==> src/rtl/m0_alu_pkg.sv <==
// m0_alu_pkg: shared types and constants for the m0_alu_seq ALU.
//   alu_op_e : 4-bit operation codes (14 and 15 are reserved)
//   FLAG_*   : bit positions of N, Z, C, V inside a 4-bit NZCV vector
//   state_e  : sequencer states (IDLE / MUL / DONE)
package m0_alu_pkg;

    typedef enum logic [3:0] {
        OP_ADD = 4'd0,
        OP_SUB = 4'd1,
        OP_ADC = 4'd2,
        OP_SBC = 4'd3,
        OP_AND = 4'd4,
        OP_ORR = 4'd5,
        OP_EOR = 4'd6,
        OP_BIC = 4'd7,
        OP_MVN = 4'd8,
        OP_LSL = 4'd9,
        OP_LSR = 4'd10,
        OP_ASR = 4'd11,
        OP_ROR = 4'd12,
        OP_MUL = 4'd13
    } alu_op_e;

    localparam int FLAG_N = 3;
    localparam int FLAG_Z = 2;
    localparam int FLAG_C = 1;
    localparam int FLAG_V = 0;

    typedef enum logic [1:0] {
        ST_IDLE = 2'd0,
        ST_MUL  = 2'd1,
        ST_DONE = 2'd2
    } state_e;

endpackage

==> src/rtl/m0_alu_mul_iter.sv <==
// m0_alu_mul_iter: iterative shift-add multiplier, low WIDTH bits of a*b.
// Consumes MUL_STEP multiplier bits per cycle, WIDTH/MUL_STEP cycles total.
//   clk, rst   : clock, synchronous active-high reset
//   start_i    : load a_i/b_i and begin (ignored bits of history are cleared)
//   a_i, b_i   : multiplicand, multiplier
//   done_o     : high in the cycle whose closing edge performs the last step
//   product_o  : final product, valid while done_o is high
//   cnt_o      : current step counter
module m0_alu_mul_iter #(
    parameter int WIDTH    = 32,
    parameter int MUL_STEP = 1
) (
    input  logic             clk,
    input  logic             rst,
    input  logic             start_i,
    input  logic [WIDTH-1:0] a_i,
    input  logic [WIDTH-1:0] b_i,
    output logic             done_o,
    output logic [WIDTH-1:0] product_o,
    output logic [((WIDTH/MUL_STEP) > 1 ? $clog2(WIDTH/MUL_STEP) : 1)-1:0] cnt_o
);

    localparam int STEPS = WIDTH / MUL_STEP;
    localparam int CNT_W = (STEPS > 1) ? $clog2(STEPS) : 1;
    localparam logic [CNT_W-1:0] LAST = CNT_W'(STEPS - 1);

    logic [WIDTH-1:0] a_q, b_q, acc_q;
    logic [CNT_W-1:0] cnt_q;
    logic             busy_q;
    logic [WIDTH-1:0] partial_d;

    // Sum of the shifted multiplicand copies selected by this step's multiplier bits.
    always_comb begin
        partial_d = '0;
        for (int j = 0; j < MUL_STEP; j++) begin
            if (b_q[j]) partial_d = partial_d + (a_q << j);
        end
    end

    // The product is taken combinationally on the last step so the caller can
    // register it on the same edge that retires the multiply.
    assign product_o = acc_q + partial_d;
    assign done_o    = busy_q && (cnt_q == LAST);
    assign cnt_o     = cnt_q;

    always_ff @(posedge clk) begin
        if (rst) begin
            a_q    <= '0;
            b_q    <= '0;
            acc_q  <= '0;
            cnt_q  <= '0;
            busy_q <= 1'b0;
        end else if (start_i) begin
            a_q    <= a_i;
            b_q    <= b_i;
            acc_q  <= '0;
            cnt_q  <= '0;
            busy_q <= 1'b1;
        end else if (busy_q) begin
            acc_q <= product_o;
            a_q   <= a_q << MUL_STEP;
            b_q   <= b_q >> MUL_STEP;
            if (cnt_q == LAST) begin
                cnt_q  <= '0;
                busy_q <= 1'b0;
            end else begin
                cnt_q <= cnt_q + 1'b1;
            end
        end
    end

endmodule

==> src/rtl/m0_alu_seq.sv <==
// m0_alu_seq: handshaked Cortex-M0 data-processing ALU with NZCV flags.
// Single-cycle ops are registered once; MUL uses m0_alu_mul_iter.
//   clk, rst            : clock, synchronous active-high reset
//   in_valid / in_ready : request handshake (op, operand1, operand2, flags_in)
//   out_valid/out_ready : result handshake (result, flags_out)
//   dbg_state           : current sequencer state (state_e encoding)
//
// Handshake: a transfer happens on a rising edge where valid and ready are
// both high; valid, once raised, holds its payload stable until that edge.
module m0_alu_seq
    import m0_alu_pkg::*;
#(
    parameter int WIDTH    = 32,
    parameter int MUL_STEP = 1
) (
    input  logic             clk,
    input  logic             rst,
    input  logic             in_valid,
    output logic             in_ready,
    input  logic [3:0]       op,
    input  logic [WIDTH-1:0] operand1,
    input  logic [WIDTH-1:0] operand2,
    input  logic [3:0]       flags_in,
    output logic             out_valid,
    input  logic             out_ready,
    output logic [WIDTH-1:0] result,
    output logic [3:0]       flags_out,
    output logic [1:0]       dbg_state
);

    localparam int CNT_W = ((WIDTH / MUL_STEP) > 1) ? $clog2(WIDTH / MUL_STEP) : 1;

    state_e           state_q;
    logic [WIDTH-1:0] result_q;
    logic [3:0]       flags_q;
    logic             out_valid_q;
    logic [1:0]       mul_cv_q;

    logic             accept, is_mul, mul_done;
    logic [WIDTH-1:0] mul_product;
    logic [CNT_W-1:0] mul_cnt;

    assign in_ready  = (state_q == ST_IDLE) || ((state_q == ST_DONE) && out_ready);
    assign accept    = in_valid && in_ready;
    assign is_mul    = (op == OP_MUL);
    assign out_valid = out_valid_q;
    assign result    = result_q;
    assign flags_out = flags_q;
    assign dbg_state = state_q;

    // ---------------- combinational single-cycle datapath ----------------
    logic [7:0]       amt;
    logic [WIDTH-1:0] addend;
    logic             cin;
    logic [WIDTH:0]   sum;
    logic [31:0]      rot_amt;
    logic [WIDTH-1:0] alu_res;
    logic             alu_c, alu_v, keep_flags;
    logic [3:0]       alu_flags;

    always_comb begin
        amt        = operand2[7:0];
        addend     = operand2;
        cin        = 1'b0;
        alu_res    = '0;
        alu_c      = flags_in[FLAG_C];
        alu_v      = flags_in[FLAG_V];
        keep_flags = 1'b0;
        rot_amt    = {24'd0, amt} % 32'(WIDTH);

        // Subtraction is op1 + ~op2 + cin, so ARM's "C = no borrow" falls out.
        case (op)
            OP_SUB:  begin addend = ~operand2; cin = 1'b1; end
            OP_ADC:  cin = flags_in[FLAG_C];
            OP_SBC:  begin addend = ~operand2; cin = flags_in[FLAG_C]; end
            default: ;
        endcase
        sum = {1'b0, operand1} + {1'b0, addend} + {{WIDTH{1'b0}}, cin};

        case (op)
            OP_ADD, OP_SUB, OP_ADC, OP_SBC: begin
                alu_res = sum[WIDTH-1:0];
                alu_c   = sum[WIDTH];
                alu_v   = (operand1[WIDTH-1] == addend[WIDTH-1]) &&
                          (sum[WIDTH-1] != operand1[WIDTH-1]);
            end
            OP_AND: alu_res = operand1 & operand2;
            OP_ORR: alu_res = operand1 | operand2;
            OP_EOR: alu_res = operand1 ^ operand2;
            OP_BIC: alu_res = operand1 & ~operand2;
            OP_MVN: alu_res = ~operand2;
            OP_LSL, OP_LSR, OP_ASR, OP_ROR: begin
                if (amt == 8'd0) begin
                    alu_res = operand1;
                end else begin
                    // An extra bit beside the value catches the last bit shifted
                    // out; at amt == WIDTH it is the far-end bit, beyond it zero
                    // (or the sign for ASR).
                    case (op)
                        OP_LSL:  {alu_c, alu_res} = {1'b0, operand1} << amt;
                        OP_LSR:  {alu_res, alu_c} = {operand1, 1'b0} >> amt;
                        OP_ASR:  {alu_res, alu_c} = $signed({operand1, 1'b0}) >>> amt;
                        default: begin
                            alu_res = (operand1 >> rot_amt) |
                                      (operand1 << (32'(WIDTH) - rot_amt));
                            alu_c   = alu_res[WIDTH-1];
                        end
                    endcase
                end
            end
            OP_MUL:  ;
            default: keep_flags = 1'b1;
        endcase

        alu_flags          = flags_in;
        if (!keep_flags) begin
            alu_flags[FLAG_N] = alu_res[WIDTH-1];
            alu_flags[FLAG_Z] = (alu_res == '0);
            alu_flags[FLAG_C] = alu_c;
            alu_flags[FLAG_V] = alu_v;
        end
    end

    m0_alu_mul_iter #(
        .WIDTH    (WIDTH),
        .MUL_STEP (MUL_STEP)
    ) u_mul (
        .clk       (clk),
        .rst       (rst),
        .start_i   (accept && is_mul),
        .a_i       (operand1),
        .b_i       (operand2),
        .done_o    (mul_done),
        .product_o (mul_product),
        .cnt_o     (mul_cnt)
    );

    // ---------------- sequencer ----------------
    always_ff @(posedge clk) begin
        if (rst) begin
            state_q     <= ST_IDLE;
            out_valid_q <= 1'b0;
            result_q    <= '0;
            flags_q     <= '0;
            mul_cv_q    <= '0;
        end else begin
            case (state_q)
                ST_IDLE, ST_DONE: begin
                    if (state_q == ST_DONE && out_ready) begin
                        state_q     <= ST_IDLE;
                        out_valid_q <= 1'b0;
                    end
                    if (accept) begin
                        if (is_mul) begin
                            state_q     <= ST_MUL;
                            out_valid_q <= 1'b0;
                            mul_cv_q    <= flags_in[FLAG_C:FLAG_V];
                        end else begin
                            state_q     <= ST_DONE;
                            out_valid_q <= 1'b1;
                            result_q    <= alu_res;
                            flags_q     <= alu_flags;
                        end
                    end
                end
                ST_MUL: begin
                    if (mul_done) begin
                        state_q     <= ST_DONE;
                        out_valid_q <= 1'b1;
                        result_q    <= mul_product;
                        flags_q     <= {mul_product[WIDTH-1], (mul_product == '0), mul_cv_q};
                    end
                end
                default: state_q <= ST_IDLE;
            endcase
        end
    end

    // Step counter lives in the multiplier; it is only observed there.
    logic unused_cnt;
    assign unused_cnt = ^mul_cnt;

endmodule

==> config.mk <==
export PLATFORM = sky130hd
export DESIGN_NAME = m0_alu_seq
export DESIGN_NICKNAME = d
export VERILOG_FILES = /design/src/rtl/m0_alu_pkg.sv /design/src/rtl/m0_alu_mul_iter.sv /design/src/rtl/m0_alu_seq.sv
export SDC_FILE = /design/constraint.sdc
export NUM_CORES = 1
export LEC_CHECK = 0
export BUFFER_PORTS_ARGS = -buffer_cell sky130_fd_sc_hd__buf_2
export CORE_ASPECT_RATIO = 0.5
export CORE_MARGIN = 2
export CORE_UTILIZATION = 30
export DETAILED_ROUTE_END_ITERATION = 7
export HOLD_SLACK_MARGIN = 0.12
export PLACE_DENSITY = 0.52
export REMOVE_ABC_BUFFERS = 1
export SYNTH_ARGS = -nofsm -noshare
export SYNTH_HDL_FRONTEND = slang
export SYNTH_HIERARCHICAL = 1
export SYNTH_SLANG_ARGS = --single-unit
==> constraint.sdc <==
create_clock -name clk -period 8.99 [get_ports clk]
set_input_delay 0.899 -clock clk [delete_from_list [all_inputs] [get_ports clk]]
set_output_delay 0.899 -clock clk [all_outputs]
set_load 0.05 [all_outputs]
==> flow_summary.toml <==
[layout]
final_cell_mix = "nor2_1 (376), a21oi_1 (268), nand2_1 (206)"
final_cell_area_um2 = 23300
multi_input_area_um2 = 17100
final_common_cell = "nor2_1"
drive_gt1_share_pct = 14.9
layout.nets = 3010
area_growth_pct = 9.06
fillers = 7616
regArea_um2 = 2870
final_cells = 3812

[timing]
tightest_slew_ns = 1.48
rsz0062_at_grt = "no"
relSlewSlack_pct = 0.505
finalSetupViolCount = 0
drv_slew = 0
max_clock_freq_ghz = 0.170
fin_skew_ns = 0.0179
min_period_ns = 5.90
timing.final.crit_share_pct = 65.6
finalHoldViolations = 0

[setup_path]
r2r_end = "flags_out[2]$_SDFFE_PP0P_"
start_kind = "input pin"
cp-endpoint = "flags_out[2]$_SDFFE_PP0P_"
path_class = "in -> reg"
required_ns = 9.35
cp-startpoint = "op[3]"
crit_fanout = 32
path_buf_inv = 4
cp-end-kind = "flop"
cp.depth = 20
cp_top_family = "compound AO/OA/AOI/OAI gates"
timing.rr.start = "u_mul/b_q[0]$_SDFFE_PP0P_"
r2r.worst_path.cells = 16
crit_slowest_cell = "buf_4"
reg2reg_slack_ns = 4.38
path_cells = "buf_2, nor2_2, buf_4, and2_2, buf_4, xnor2_1, fa_1, inv_1, fa_1, nand2b_1, a21o_1, a21o_1, a21boi_0, o21ai_0, a21boi_0, nor4_1, or3b_2, nor3_1, nand4_1, o41ai_2"
cp.arrival_ns = 6.26
max_stage_delay_ns = 0.51

[status]
status = "finished with violations"
violations = "capacitance limit"

[floorplan]
die_x_um = 381
die-area_um2 = 73400
num_rows = 69
ios = 116
coreArea_um2 = 70700
start_util_pct = 30.2
die_h_um = 193

[yosys]
synthTopCellsByArea = "dfxtp_1 (13%), mux2i_1 (9.1%), mux4_2 (8.1%)"
synth_edf_count = 0
yosys_warnings = 6
netlist_instances = 2887
synth-main-ff-cell = "dfxtp_1"
ys_seq_elements = 143
ys_seq_area_share_pct = 13.4
yosysTopAreaCellShare_pct = 13.4
synth_area_leader_cell = "dfxtp_1"
synthesis.area_um2 = 21300
async_flop_share_pct = 0
synth_cell_types = 107
syn_avg_cell_area_um2 = 7.39

[global_route]
grt.overflow.total = 0
grt_usage_pct = 33.7
grt_max_degree = 106
antenna_found_initial = 13
grt_pass1_wl_um = 178000
grt_pass1_vias = 22749

[cts]
cts_setup_buffers = 0
insertion_delay_ns = 0.46
clockBufferDepth = 2
cts_tree = "done"
cts_hold_buf = 0
cts_buffers = 17
ctsHtreeMaxLevel = 4
cts_root_buf = "clkbuf_16"
path_clk_slew_ns = 0.06
cts_resized = 0
clock_sinks = 143

[place]
dpl.cell_count = 3770
place_area_um2 = 22700
io_buffers = 115
hpwl_um = 95300
place_congestion = 1.08

[worst_hold_path]
hold_depth = 2
hold_path_class = "reg -> reg"

[power_and_ir_drop]
p_leak_nw = 8.91
power_density_nw_per_um2 = 117
ir_drop_v = 0.000113
power_mw = 2.71

[route]
routedWlPerCell_um = 33.6
drt_drc_violations_left = 0
ant_nets = 0
vias = 25342
drt_iter0_drc = 3965
drt-vias-per-instance = 6.65
drt_wl_total_um = 128000
firstDrtPassIters = 8

[flow_run]
maxCapViolations = 1
-- final cells by class --
cell class / instances / share of cell area, %
Inverter: 82 / 1.32
Antenna cell: 9 / 0.0968
Clock buffer: 21 / 2.02
Timing Repair Buffer: 189 / 5.04
Sequential cell: 143 / 12.3
Tap cell: 958 / 5.15
Multi-Input combinational cell: 2399 / 73.6
Clock inverter: 11 / 0.409
-- stage by stage --
step                setup slack, ns  TNS [ns]  hold slack [ns]  utilization (%)
CTS                            3.25         0            0.459             32.9
detailed placement             2.77         0            0.448             32.1
global placement               2.84         0            0.446             32.1
floorplan                     -2.02    -44.93            0.453                -
finish                         3.09         0            0.454             32.9
global route                   2.83         0            0.479             32.9
-- cell usage after synthesis (16+ instances only) --
cell and count:
o211ai_1 47, nor2_1 379, nor2b_1 25, xnor2_1 62, a211oi_1 43, mux4_2 77
nand2b_1 30, o21ai_0 153, nand2_1 206, a221oi_1 23, ha_1 99, a21o_1 31
a21oi_1 269, nand3_1 62, clkbuf_1 165, a22oi_1 19, o22ai_1 33, inv_1 78
and2_1 48, dfxtp_1 143, nor4_1 27, nand4_1 20, mux2i_1 194, buf_2 51
a31oi_1 40, nor3_1 79, mux2_2 53, xor2_1 25, buf_1 34, o221ai_1 40
a21boi_0 16
-- worst min-delay path by stage --
| stage | startpoint | to | slack, ns |
|---|---|---|---|
| global placement | result[30]$_SDFFE_PP0P_ | result[30]$_SDFFE_PP0P_ | 0.45 |
| floorplan | mul_cv_q[0]$_SDFFE_PP0P_ | mul_cv_q[0]$_SDFFE_PP0P_ | 0.45 |
| global route | result[11]$_SDFFE_PP0P_ | result[11]$_SDFFE_PP0P_ | 0.48 |
| finish | result[30]$_SDFFE_PP0P_ | result[30]$_SDFFE_PP0P_ | 0.45 |
| CTS | result[30]$_SDFFE_PP0P_ | result[30]$_SDFFE_PP0P_ | 0.46 |
| detailed placement | result[30]$_SDFFE_PP0P_ | result[30]$_SDFFE_PP0P_ | 0.45 |
-- flip-flops by register name, summed over array words and instances (netlist names) --
signal,flops
out_valid,1
u_mul/b_q,32
flags_out,4
dbg_state,2
u_mul/a_q,32
mul_cv_q,2
result,32
u_mul/acc_q,32
u_mul/cnt_o,5
u_mul/busy_q,1
-- layer usage --
metal  global-route usage, %  up-vias  wire length, um
met3                    10.3      300            15300
met4                    13.5       12             5450
met1                    47.2    12568            56400
met5                       0        -               80
li1                        -    10741                -
met2                    47.5     1721            51100
-- cells by family (layout without fill, tap and decap cells) --
kind of cell / count (synthesis) / count (layout) / share of synthesized area (%)
AO/OA/AOI/OAI: 911 / 911 / 28.5
XOR/XNOR: 87 / 87 / 3.57
adder cells (fa/ha/maj): 102 / 102 / 6.09
buffers and inverters: 345 / 303 / 6.68
flip-flops: 143 / 143 / 13.4
multiplexers: 326 / 326 / 20.2
other: 0 / 9 / 0
AND/OR/NAND/NOR: 973 / 973 / 21.6
-- power breakdown --
group	switching, mW	total (mW)	internal [mW]	leakage (nW)
Clock	0.325	0.707	0.382	0.270
Combinational	0.928	1.33	0.405	7.48
Sequential	0.0168	0.670	0.653	1.16
Total	1.27	2.71	1.44	8.91
-- worst register-to-register path, cell delays in order, from the launching register on --
cell and delay (ns):
dfxtp_1 0.98, and2_1 0.25, ha_1 0.21, fa_1 0.23
a21o_1 0.17, nand4_2 0.16, a2111oi_4 0.34, o21ai_2 0.19
o31ai_4 0.42, and2b_1 0.22, nor2_1 0.06, xnor2_1 0.22
nor4_1 0.27, nand4_1 0.12, nor3_1 0.44, o21ai_0 0.19
o41ai_2 0.07
(Power assumes the default switching activity.)
